==> config.mk <==
export PLATFORM = sky130hd
export DESIGN_NAME = rd_burst_seq
export DESIGN_NICKNAME = d
export VERILOG_FILES = /design/src/rtl/rd_burst_seq.sv
export SDC_FILE = /design/constraint.sdc
export NUM_CORES = 1
export LEC_CHECK = 0
export CAP_MARGIN = 20
export CELL_PAD_IN_SITES_DETAIL_PLACEMENT = 2
export CELL_PAD_IN_SITES_GLOBAL_PLACEMENT = 2
export CORE_MARGIN = 5
export CORE_UTILIZATION = 31
export CTS_BUF_LIST = sky130_fd_sc_hd__clkbuf_8
export CTS_CLUSTER_DIAMETER = 100
export DETAILED_ROUTE_END_ITERATION = 8
export GPL_TIMING_DRIVEN = 0
export PLACE_DENSITY = 0.8
export REMOVE_ABC_BUFFERS = 1
export SKIP_LAST_GASP = 1
export SYNTH_ARGS = -nofsm -noshare
export SYNTH_HDL_FRONTEND = slang
export SYNTH_SLANG_ARGS = --single-unit
==> constraint.sdc <==
create_clock -name clk -period 2.4 [get_ports clk]
set_clock_uncertainty 0.15 [all_clocks]
set_input_delay 0.24 -clock clk [delete_from_list [all_inputs] [get_ports clk]]
set_output_delay 0.24 -clock clk [all_outputs]
set_load 0.01 [all_outputs]
==> src/rtl/rd_burst_seq.sv <==
// rd_burst_seq: burst sequencer in front of the single-read FSM.
// Turns one (addr, len, wait) command into len start/ws handshakes and a done pulse.
module rd_burst_seq #(
    parameter int ADDR_W = 16,
    parameter int LEN_W  = 8,
    parameter int WAIT_W = 4
) (
    input  logic              clk,
    input  logic              rst,
    input  logic              cmd_valid,
    output logic              cmd_ready,
    input  logic [ADDR_W-1:0] cmd_addr,
    input  logic [LEN_W-1:0]  cmd_len,
    input  logic [WAIT_W-1:0] cmd_wait,
    output logic              start,
    output logic              ws,
    input  logic              rd,
    input  logic              ds,
    output logic [ADDR_W-1:0] rd_addr,
    output logic              busy,
    output logic              done,
    output logic              err
);

    typedef enum logic [1:0] {S_IDLE, S_ISSUE, S_WAIT} state_t;

    state_t            state, state_nxt;
    logic [LEN_W-1:0]  remaining;
    logic [WAIT_W-1:0] wait_lat;
    logic [WAIT_W-1:0] wcnt;
    logic              phase;
    logic              accept, last_ds;
    logic              start_nxt, busy_nxt, done_nxt, err_nxt;

    always_comb begin
        // NOTE: every signal written here gets a default first, so no latch can be inferred.
        state_nxt = state;
        cmd_ready = (state == S_IDLE);
        accept    = cmd_valid && cmd_ready;
        ws        = (state == S_WAIT) && rd && phase && (wcnt != '0);
        last_ds   = (state == S_WAIT) && ds && (remaining == LEN_W'(1));

        case (state)
            S_IDLE:  if (accept && cmd_len != '0) state_nxt = S_ISSUE;
            S_ISSUE: state_nxt = S_WAIT;
            S_WAIT:  if (ds) state_nxt = last_ds ? S_IDLE : S_ISSUE;
            default: state_nxt = S_IDLE;
        endcase

        start_nxt = (state_nxt == S_ISSUE);
        busy_nxt  = (state_nxt != S_IDLE);
        done_nxt  = (accept && cmd_len == '0) || last_ds;
        // Protocol violations are only reported; sequencing carries on regardless.
        err_nxt   = err || (ds && state != S_WAIT) || (rd && state == S_IDLE) || (ds && rd);
    end

    // NOTE: sequential state uses non-blocking assignments so every register sees pre-edge values.
    always_ff @(posedge clk or posedge rst) begin
        if (rst) begin
            state <= S_IDLE;
            start <= 1'b0;
            busy  <= 1'b0;
            done  <= 1'b0;
            err   <= 1'b0;
        end else begin
            state <= state_nxt;
            start <= start_nxt;
            busy  <= busy_nxt;
            done  <= done_nxt;
            err   <= err_nxt;
        end
    end

    always_ff @(posedge clk or posedge rst) begin
        if (rst) begin
            remaining <= '0;
            wait_lat  <= '0;
            wcnt      <= '0;
            phase     <= 1'b0;
            rd_addr   <= '0;
        end else begin
            case (state)
                S_IDLE: begin
                    if (accept) begin
                        remaining <= cmd_len;
                        wait_lat  <= cmd_wait;
                        if (cmd_len != '0) rd_addr <= cmd_addr;
                    end
                end
                S_ISSUE: begin
                    wcnt  <= wait_lat;
                    phase <= 1'b0;
                end
                S_WAIT: begin
                    // phase tracks READ (0) / DLY (1) of the read FSM while rd is high.
                    if (rd) phase <= ~phase;
                    if (ws) wcnt <= wcnt - WAIT_W'(1);
                    if (ds) begin
                        remaining <= remaining - LEN_W'(1);
                        if (!last_ds) rd_addr <= rd_addr + ADDR_W'(1);
                    end
                end
                default: ;
            endcase
        end
    end

endmodule
# Word-level counts from Yosys, hierarchy flattened

Index checks and enable logic that the tools add are counted.
W data, S select, Z words.

Flip-flop bits (word level): 39
Bits of input ports: 33
Output and inout port bits: 22
Word-level logic and storage cells: 68

Add/subtract/negate cells: 3
Equal/unequal tests: 11
Muxes and demuxes: 16
Bitwise logic cells: 1
Reduce and logical (&&, ||, !) cells: 27

Operators with widths:

| cell                    | number |
|---|---|
| $mux W16                | 4 |
| $pmux W16 S2            | 1 |
| $add A16 B1 Y16 const B | 1 |
| $mux W8                 | 2 |
| $pmux W8 S2             | 1 |
| $logic_and A1 B1 Y1     | 11 |
| $ne A2 B2 Y1 const B    | 5 |
| $eq A8 B1 Y1 const B    | 1 |
| $logic_not A8 Y1        | 1 |
| $pmux W4 S2             | 1 |
| $reduce_bool A8 Y1      | 1 |
| $sub A8 B1 Y8 const B   | 1 |
| $pmux W2 S3             | 1 |
| $reduce_and A2 Y1       | 3 |
| $reduce_bool A2 Y1      | 3 |
| $reduce_and A5 Y1       | 1 |
| $eq A2 B1 Y1 const B    | 2 |
| $logic_or A1 B1 Y1      | 4 |
| $mux W2                 | 2 |
| $mux W4                 | 1 |
| $ne A2 B1 Y1 const B    | 2 |
| $reduce_bool A4 Y1      | 1 |
| $sub A4 B1 Y4 const B   | 1 |
| $reduce_and A3 Y1       | 1 |
| other kinds (5)         | 6 |

# Longest topological paths before layout

Gate-level depths: netlist (run 1).

Depth after elaboration: 7
Gate-level depth with buffers: 8

# Worst setup path after synthesis (run 1)

OpenSTA, ideal clock, no wires.

Kind: register to register
From: register state[0]
To: register rd_addr[10]
Setup time: 121 ps
Data arrival time: 1,720 ps
Required time: 2,129 ps
Slack: 410 ps
Cell stages (with the launch flop): 8
Path buffers: 2
Period minus slack after synthesis: 1,990 ps
Cell sequence: dfrtp_1 -> buf_6 -> or3b_4 -> or3_1 -> buf_6 -> nand2_8 -> inv_6 -> a22o_1

Cells in the longest elaborated chain, start to end: 5
Elaborated cells on any way between the ends: 12
Classes of those cells: eq/ne (5); mux (1); reduce/logical (6)

RTL lines:

| item                             | RTL line | RTL |
|---|---|---|
| start, declared                  | 27       | `state_t state, state_nxt;` |
| start signal, assigned           | 66       | `state <= state_nxt;` |
| $eq A2 B2 Y1                     | 41, 82   |  |
| $logic_and A1 B1 Y1 (2 in a row) | 41       | `last_ds = (state == S_WAIT) && ds && (remaining == LEN_W'(1));` |
| $ne A2 B2 Y1 (no line)           | --       |  |
| $reduce_and A5 Y1 (no line)      | --       |  |
| end signal, assigned             | 87       | `if (cmd_len != '0) rd_addr <= cmd_addr;` |
| end signal, assigned             | 100      | `if (!last_ds) rd_addr <= rd_addr + ADDR_W'(1);` |
| end, declared                    | 19       | `output logic [ADDR_W-1:0] rd_addr,` |

Parallel ways exist; a longest one is shown, timed or not.
A chain may end at the register's enable or synchronous reset.

# Final worst setup path (run 1)

From: register state[1]
To: output port ws

Cells in the longest elaborated chain, start to end: 4

RTL lines:

| item                             | RTL line | RTL |
|---|---|---|
| $eq A2 B2 Y1                     | 40       | `ws = (state == S_WAIT) && rd && phase && (wcnt != '0);` |
| $logic_and A1 B1 Y1 (3 in a row) | 40       |  |
| end, declared                    | 16       | `output logic ws,` |

No other way between the ends.

==> flow_metrics.env, run 1 <==
export IMPL_switching_share_pct=43.9
export IMPL_required_ns=2.01
export IMPL_power_density_mw_per_mm2=1260
export IMPL_grt_start_max_net_pins=45
export IMPL_dp_cells=413
export IMPL_ctsRootBufferMaster="clkbuf_8"
export IMPL_drv_slew=0
export IMPL_cts_tree="built"
export IMPL_final_nets=357
export IMPL_io_buffers=54
export IMPL_max_freq_mhz=434
export IMPL_cts_inserted_buffers=5
export IMPL_grt_overflow=0
export IMPL_clockPowerShare_pct=14.8
export IMPL_cts_hold_buf=0
export IMPL_worstSetupStartpointType="flip-flop"
export IMPL_syn_avg_cell_area_sq_um=8.87
export IMPL_grt_usage_pct=17.8
export IMPL_worst_setup_path_end_kind="primary output"
export IMPL_instances_no_fill=423
export IMPL_vias=2369
export IMPL_routedWlPerCell_microns=19.4
export IMPL_start_util_pct=31.4
export IMPL_post_drt_via_cell_ratio=5.60
export IMPL_fp_coreArea_sq_mm=0.00765
export IMPL_async_flop_share_pct=100
export IMPL_finalCritPeriodShare_pct=95.9
export IMPL_p_sw_uw=1750
export IMPL_cts_sinks=39
export IMPL_drc=0
export IMPL_drtIter0Drc=63
export IMPL_place_congestion=0.773
export IMPL_drtPass1Iterations=4
export IMPL_final_common_cell="clkdlybuf4s50_1"
export IMPL_floorplan_rows=32
export IMPL_hold_viol_final=0
export IMPL_setup_worst_path_start="state[1]"
export IMPL_cp_max_fo=14
export IMPL_fillers=866
export IMPL_synth_edf_count=0
export IMPL_cts_path_max_buffers=2
export IMPL_worst_skew_pair_late_latency_ns=0.29
export IMPL_period_needed_ns=2.30
export IMPL_drt_wl_total_microns=8220
export IMPL_p_leak_uw=0.00123
export IMPL_die_x_microns=98.1
export IMPL_dieArea_sq_mm=0.00961
export IMPL_insertedDiodeCount=0
export IMPL_cts_clk_slew_worst_paths_ns=0.09
export IMPL_combPwrFrac_pct=50.3
export IMPL_dieHeight_microns=98.1
export IMPL_peakVddDrop_mv=0.412
export IMPL_io_pin_count=55
export IMPL_holdWs_ns=0.297
export IMPL_final_setup_tns_ns=0
export IMPL_synth_cell_types=51
export IMPL_pwr_share_seq_pct=34.9
export IMPL_synth_cell_area_sq_mm=0.00240
export IMPL_layout_common_cells="54 x clkdlybuf4s50_1, 39 x dfrtp_1, 24 x a21oi_1, 24 x nand2_1"
export IMPL_drive_gt1_share_pct=9.66
export IMPL_ys_warn_count=0
export IMPL_cap_violations=0
export IMPL_relSlewSlack_pct=42.3
export IMPL_worst_pin_slew_ns=0.864
export IMPL_ys_seq_area_share_pct=40.6
export IMPL_synth_seq_cells=39
export IMPL_h_tree_depth=2
export IMPL_r2r_start="state[1]"
export IMPL_postSynthCellCount=271
export IMPL_ys_flop_type="dfrtp_1"
export IMPL_status="finished, final reports clean"
export IMPL_grt_pass1_wl_microns=14100
export IMPL_post_place_ws_ns=-0.367
export IMPL_p_int_uw=2240
export IMPL_hpwl_microns=5590
export IMPL_antenna_found_initial=0
export IMPL_rsz0062_at_grt="yes"
export IMPL_utilization_pct=41.6
export IMPL_critPathKind="flip-flop to primary output"
export IMPL_grt_pass1_vias=2747
export IMPL_setup_ws_ns=0.0973
export IMPL_setup_viol=0
export IMPL_areaGrowthSynthToFinish_pct=32.3
export IMPL_hold_class="primary input to asynchronous set/reset pin"
export IMPL_arrival_ns=1.91
export IMPL_ant_nets=0
-- synth_stat cells (3+ instances only) --
master / n / area, sq um
ha_1: 4 / 50.1
a31oi_1: 12 / 75.1
o21ai_0: 19 / 95.1
nor3_1: 3 / 15.0
or3_1: 4 / 25.0
nand2_1: 24 / 90.1
a31o_2: 3 / 26.3
o31ai_1: 3 / 22.5
mux2i_1: 5 / 50.1
dfrtp_1: 39 / 976
o22a_1: 3 / 26.3
o22ai_1: 3 / 18.8
o211ai_1: 5 / 37.5
nand3_1: 10 / 50.1
clkbuf_1: 10 / 37.5
nand2b_1: 4 / 25.0
a2bb2oi_1: 3 / 26.3
mux2_2: 5 / 56.3
nor2_1: 19 / 71.3
inv_1: 16 / 60.1
nor4_1: 8 / 50.1
nand4_1: 8 / 50.1
a21oi_1: 24 / 120
-- power by group through the flow --
stage                     Clock [uW]  Sequential (uW)  Combinational (uW)
after floorplan                    0             1320                1110
after global placement             0             1370                1820
after detailed placement           0             1390                1940
after CTS                        608             1380                2010
after global routing             633             1450                2220
final                            591             1390                2010
-- worst max-delay path, stage by stage (launching register included) --
cell and delay [ns]:
dfrtp_1 0.60, nand2b_4 0.21, nor3_1 0.24, clkdlybuf4s50_1 0.57
-- registers in the layout, summed over array words and instances (netlist names) --
signal / flops
start: 1
done: 1
rd_addr: 16
phase: 1
busy: 1
err: 1
state: 2
wait_lat: 4
remaining: 8
wcnt: 4
-- path summary, 6_finish.rpt --
kind,to,slack (ns),cells after the start
worst max-delay path,ws,0.1,3
worst min-delay path,start,0.30,2
worst max register to register,rd_addr[10],0.14,5
worst min register to register,err,0.34,1
max in group asynchronous,state[1],1.26,2
min in group clk,err,0.34,1
-- layout make-up --
| cell class | count | area, sq um | share of cell area [%] |
|---|---|---|---|
| Clock buffer | 6 | 82.6 | 2.60 |
| Clock inverter | 2 | 35.0 | 1.10 |
| Inverter | 17 | 68.8 | 2.16 |
| Multi-Input combinational cell | 200 | 1290 | 40.7 |
| Sequential cell | 39 | 976 | 30.7 |
| Tap cell | 102 | 128 | 4.01 |
| Timing Repair Buffer | 57 | 596 | 18.7 |
-- stage by stage --
step | power, uW | cell area [sq um]
floorplan | 2440 | 2310
CTS | 4000 | 3160
global route | 4310 | 3180
global placement | 3190 | 2980
detailed placement | 3330 | 3010
finish | 3990 | 3180
-- kinds of logic after synthesis --
logic type	after synthesis	share of synthesized area (%)
muxes	10	4.42
and+or+nand+nor	94	20.9
buffers and inverters	32	6.61
DFF	39	40.6
adders and majority gates	4	2.08
AOI/OAI and AO/OA	92	25.4
-- per-layer routing --
metal | wire (microns) | track usage, % | vias to the layer above
met5 | 0 | 0 | -
met4 | 72 | 4.05 | 0
met3 | 180 | 2.29 | 7
met2 | 4160 | 30.9 | 34
met1 | 3810 | 23.4 | 1213
li1 | - | - | 1115
-- timing repair --
action                                  4_1_cts  5_1_grt
endpoints found under the setup margin       14        2
gates resized for setup                       3        3
buffers inserted                              2        0
pin swaps                                     1        0
Note: power is estimated with default switching activity, not from simulation.
==> run 2: changes to the inputs <==
Settings changed: MAX_ROUTING_LAYER from default to met4, SETUP_SLACK_MARGIN from default to 0.05, SKIP_LAST_GASP 1 to default.
==> run 2 against run 1 <==
Core utilization grew 0.16 points. Power grew 0.49%. Sequential power is essentially flat. Sequential cell count is the same. Clock-buffer cell count is the same. Global-route usage grew 0.62 points. Largest cell class unchanged. Hold slack lost 0.0045 ns. Final cell count is the same. Sequential share of layout area is essentially flat. Critical path type is now flip-flop to flip-flop. Largest power group unchanged. Routed wire length grew 0.18%. Combinational power is essentially flat. Highest routed layer unchanged.
==> flow_metrics.env, run 2 (same netlist as run 1, synthesis figures left out) <==
export IMPL_setup_viol=0
export IMPL_holdWs_ns=0.293
export IMPL_fillers=859
export IMPL_finalCritPeriodShare_pct=90.8
export IMPL_ant_nets=0
export IMPL_cp_max_fo=7
export IMPL_stdcell_area_sq_mm=0.00319
export IMPL_drt_wl_total_microns=8240
export IMPL_cts_path_max_buffers=2
export IMPL_drc=0
export IMPL_status="finished, final reports clean"
export IMPL_postPlaceCellArea_sq_mm=0.00301
export IMPL_areaGrowthSynthToFinish_pct=32.8
export IMPL_max_freq_mhz=459
export IMPL_grt_pass1_vias=2744
export IMPL_layout_common_cells="53 x clkdlybuf4s50_1, 36 x dfrtp_1, 24 x a21oi_1, 24 x nand2_1"
export IMPL_post_drt_via_cell_ratio=5.61
export IMPL_drv_slew=0
export IMPL_critPathKind="flip-flop to flip-flop"
export IMPL_drtPass1Iterations=4
export IMPL_fp_coreArea_sq_mm=0.00765
export IMPL_cts_hold_buf=0
export IMPL_grt_start_max_net_pins=45
export IMPL_worst_skew_pair_late_latency_ns=0.30
export IMPL_hold_class="primary input to asynchronous set/reset pin"
export IMPL_grt_pass1_wl_microns=14100
export IMPL_arrival_ns=2.28
export IMPL_drive_gt1_share_pct=10.9
export IMPL_largest_reg_flops=16
export IMPL_vias=2375
export IMPL_cts_clk_slew_worst_paths_ns=0.09
export IMPL_place_congestion=0.784
export IMPL_power_uw=4010
export IMPL_utilization_pct=41.7
export IMPL_reg_top3="rd_addr x16, remaining x8"
export IMPL_antenna_found_initial=0
export IMPL_p_leak_uw=0.00125
export IMPL_io_buffers=54
export IMPL_worstSetupStartpointType="flip-flop"
export IMPL_reg2regPathDepth=5
export IMPL_cts_sinks=39
export IMPL_io_pin_count=55
export IMPL_hold_viol_final=0
export IMPL_regMostFlops="rd_addr"
export IMPL_r2r_start="rd_addr[1]"
export IMPL_grt_usage_pct=18.4
export IMPL_r2r_end="rd_addr[10]"
export IMPL_dieArea_sq_mm=0.00961
export IMPL_insertedDiodeCount=0
export IMPL_worst_pin_slew_ns=0.867
export IMPL_final_nets=357
export IMPL_start_util_pct=31.4
export IMPL_hpwl_microns=5590
export IMPL_peakVddDrop_mv=0.415
export IMPL_routedWlPerCell_microns=19.5
export IMPL_ctsRootBufferMaster="clkbuf_8"
export IMPL_worst_setup_path_end_kind="flip-flop"
export IMPL_grt_overflow=0
export IMPL_cts_tree="built"
export IMPL_period_needed_ns=2.18
export IMPL_r2r_slack_ns=0.22
export IMPL_dieHeight_microns=98.1
export IMPL_final_setup_tns_ns=0
export IMPL_rsz0062_at_grt="no"
export IMPL_h_tree_depth=2
export IMPL_final_seq_area_sq_um=980
export IMPL_power_density_mw_per_mm2=1260
export IMPL_drtIter0Drc=80
export IMPL_floorplan_rows=32
export IMPL_relSlewSlack_pct=42.1
export IMPL_multi_input_area_sq_mm=0.00130
export IMPL_cts_inserted_buffers=5
export IMPL_cap_violations=0
export IMPL_final_common_cell="clkdlybuf4s50_1"
export IMPL_required_ns=2.50
export IMPL_die_x_microns=98.1
[run 2: cell count changes in the layout (fill, tap and decap cells not counted), sizes merged]
| cell | delta |
|---|---|
| dlymetal6s2s | +1 |
| clkdlybuf4s50 | -1 |
[run 2: worst max path at each step]
stage / from / endpoint
detailed placement: ds / rd_addr[13]
finish: rd_addr[1] / rd_addr[10]
CTS: wcnt[0] / ws
global placement: state[0] / ws
floorplan: state[1] / rd_addr[10]
global route: rd_addr[1] / rd_addr[10]
[run 2: metrics by stage]
stage,std cells,setup slack (ns)
2_1_floorplan,256,0.217
4_1_cts,423,0.0442
3_3_place_gp,412,-0.341
5_1_grt,423,0.107
6_report,423,0.220
3_5_place_dp,413,-0.367
[run 2: worst max-delay path, cell delays in order (launching register included)]
cell     delay [ns]
dfrtp_1        0.46
ha_1           0.25
nand4_1        0.35
or2_2          0.45
o41ai_1        0.30
a22o_1         0.17
[run 2: final cells by class]
class / instances / area share (%)
repair buffers: 57 / 18.7
flip-flops and latches: 39 / 30.7
multi-input cells: 200 / 40.7
clock buffers: 6 / 2.59
inverters: 17 / 2.16
well taps: 102 / 4.00
clock inverters: 2 / 1.10
[run 2: per-layer routing]
metal  wire length [microns]  vias up  global-route usage [%]
met5                       0        -                       -
met4                      66        0                    3.73
met3                     140        4                    2.43
met2                    4200       33                    30.9
met1                    3830     1228                    23.8
li1                        -     1110                       -
[run 2: what timing repair did]
item | CTS | global route
endpoints found under the hold margin | 0 | 0
endpoints found under the setup margin | 18 | 3
gates cloned | 0 | 0
buffers inserted | 2 | 0
pin swaps | 1 | 0
resized for setup | 4 | 7
[run 2: report_power, final]
group	internal, uW	total, uW	switching [uW]
combinational	942	2010	1070
sequential	965	1400	434
clock	337	600	263
total	2240	4010	1770
==> run 3: changes to the inputs <==
Settings changed: HOLD_SLACK_MARGIN from default to 0.03, MAX_ROUTING_LAYER met4 to default.
==> run 3 against run 2 <==
Maximum frequency increased by 0.41%. Sequential power about the same. Register-to-register slack about the same. Final cell count unchanged. Routed wire length decreased by 0.60%. Setup slack improved by 0.0089 ns. Combinational power about the same. Clock-buffer cell count unchanged. Power decreased by 0.38%. Core utilization unchanged. Sequential cell count unchanged. Hold slack improved by 0.0032 ns.
==> flow_metrics.env, run 3 (same netlist as run 1, synthesis figures left out) <==
export IMPL_status="finished, final reports clean"
export IMPL_ant_nets=0
export IMPL_layout_common_cells="53 x clkdlybuf4s50_1, 36 x dfrtp_1, 24 x a21oi_1, 24 x nand2_1"
export IMPL_peakVddDrop_mv=0.412
export IMPL_drc=0
export IMPL_drv_slew=0
export IMPL_grt_pass1_vias=2746
export IMPL_hpwl_microns=5590
export IMPL_postPlaceCellArea_sq_mm=0.00301
export IMPL_grt_pass1_wl_microns=14100
export IMPL_fillers=859
export IMPL_critPathKind="flip-flop to flip-flop"
export IMPL_floorplan_rows=32
export IMPL_routedWlPerCell_microns=19.4
export IMPL_worst_skew_pair_late_latency_ns=0.29
export IMPL_hold_viol_final=0
export IMPL_grt_usage_pct=17.8
export IMPL_dieArea_sq_mm=0.00961
export IMPL_setup_viol=0
export IMPL_post_place_ws_ns=-0.367
export IMPL_final_common_cell="clkdlybuf4s50_1"
export IMPL_drtIter0Drc=63
export IMPL_reg_top3="rd_addr x16, remaining x8"
export IMPL_power_uw=4000
export IMPL_hold_class="primary input to asynchronous set/reset pin"
export IMPL_stdcell_area_sq_mm=0.00319
export IMPL_post_drt_via_cell_ratio=5.65
export IMPL_cap_violations=0
export IMPL_final_nets=357
export IMPL_io_pin_count=55
export IMPL_rsz0062_at_grt="no"
export IMPL_grt_start_max_net_pins=45
export IMPL_areaGrowthSynthToFinish_pct=32.8
export IMPL_place_congestion=0.773
export IMPL_finalCritPeriodShare_pct=90.5
export IMPL_max_freq_mhz=461
export IMPL_power_density_mw_per_mm2=1250
export IMPL_ctsRootBufferMaster="clkbuf_8"
export IMPL_utilization_pct=41.7
export IMPL_cts_path_max_buffers=2
export IMPL_cp_max_fo=7
export IMPL_die_x_microns=98.1
export IMPL_cts_inserted_buffers=5
export IMPL_required_ns=2.49
export IMPL_relSlewSlack_pct=42.1
export IMPL_io_buffers=54
export IMPL_drt_wl_total_microns=8190
export IMPL_multi_input_area_sq_mm=0.00130
export IMPL_cts_tree="built"
export IMPL_drtPass1Iterations=4
export IMPL_cts_hold_buf=0
export IMPL_antenna_found_initial=0
export IMPL_largest_reg_flops=16
export IMPL_grt_overflow=0
export IMPL_p_leak_uw=0.00125
export IMPL_worst_pin_slew_ns=0.867
export IMPL_insertedDiodeCount=0
export IMPL_period_needed_ns=2.17
export IMPL_cts_clk_slew_worst_paths_ns=0.09
export IMPL_final_seq_area_sq_um=980
export IMPL_arrival_ns=2.26
export IMPL_start_util_pct=31.4
export IMPL_dieHeight_microns=98.1
export IMPL_fp_coreArea_sq_mm=0.00765
export IMPL_regMostFlops="rd_addr"
export IMPL_h_tree_depth=2
export IMPL_worst_setup_path_end_kind="flip-flop"
export IMPL_cts_sinks=39
export IMPL_drive_gt1_share_pct=10.9
export IMPL_setup_ws_ns=0.229
export IMPL_worstSetupStartpointType="flip-flop"
export IMPL_holdWs_ns=0.296
export IMPL_vias=2388
run 3: cell counts in the layout (fill, tap and decap cells not counted):
No cell type changed its count.
run 3: worst max-delay path: stages (launching register included):
cell     delay, ns
dfrtp_1       0.45
ha_1          0.25
nand4_1       0.35
or2_2         0.45
o41ai_1       0.30
a22o_1        0.17
run 3: metal layers:
layer	share of wire, %	global-route usage [%]	up-vias
li1	-	-	1112
met1	46	23.5	1233
met2	51	30.9	36
met3	2.1	2.29	7
met4	0.88	4.05	0
met5	0	0	-
run 3: area by class of cell:
| type | count | share of cell area [%] |
|---|---|---|
| clock inverters | 2 | 1.10 |
| inverters | 17 | 2.16 |
| clock buffers | 6 | 2.59 |
| repair buffers | 57 | 18.7 |
| flip-flops and latches | 39 | 30.7 |
| multi-input cells | 200 | 40.7 |
| well taps | 102 | 4.00 |
run 3: worst paths after layout:
kind	start	end	slack [ns]	cells past startpoint
worst max-delay path	rd_addr[1]	rd_addr[10]	0.23	5
worst min-delay path	rst	rd_addr[12]	0.30	2
worst max register to register	rd_addr[1]	rd_addr[10]	0.23	5
worst min register to register	err	err	0.34	1
max in group asynchronous	rst	rd_addr[0]	1.20	2
min in group clk	err	err	0.34	1
run 3: power breakdown:
group          internal [uW]  leakage (uW)  switching [uW]
logic                    941      0.000737            1070
registers                965      0.000451             432
clock network            337     0.0000612             254
total                   2240       0.00125            1750
run 3: what timing repair did:
item                       in CTS  in global routing
setup buffers                   2                  0
hold endpoints to repair        0                  0
pin swaps                       1                  0
resized for setup               4                  7
setup endpoints to repair      18                  3
run 3: stage by stage:
stage / instances / setup TNS [ns]
after floorplan: 256 / 0
after global placement: 412 / -5.98
after detailed placement: 413 / -5.67
after CTS: 423 / 0
after global routing: 423 / 0
final: 423 / 0
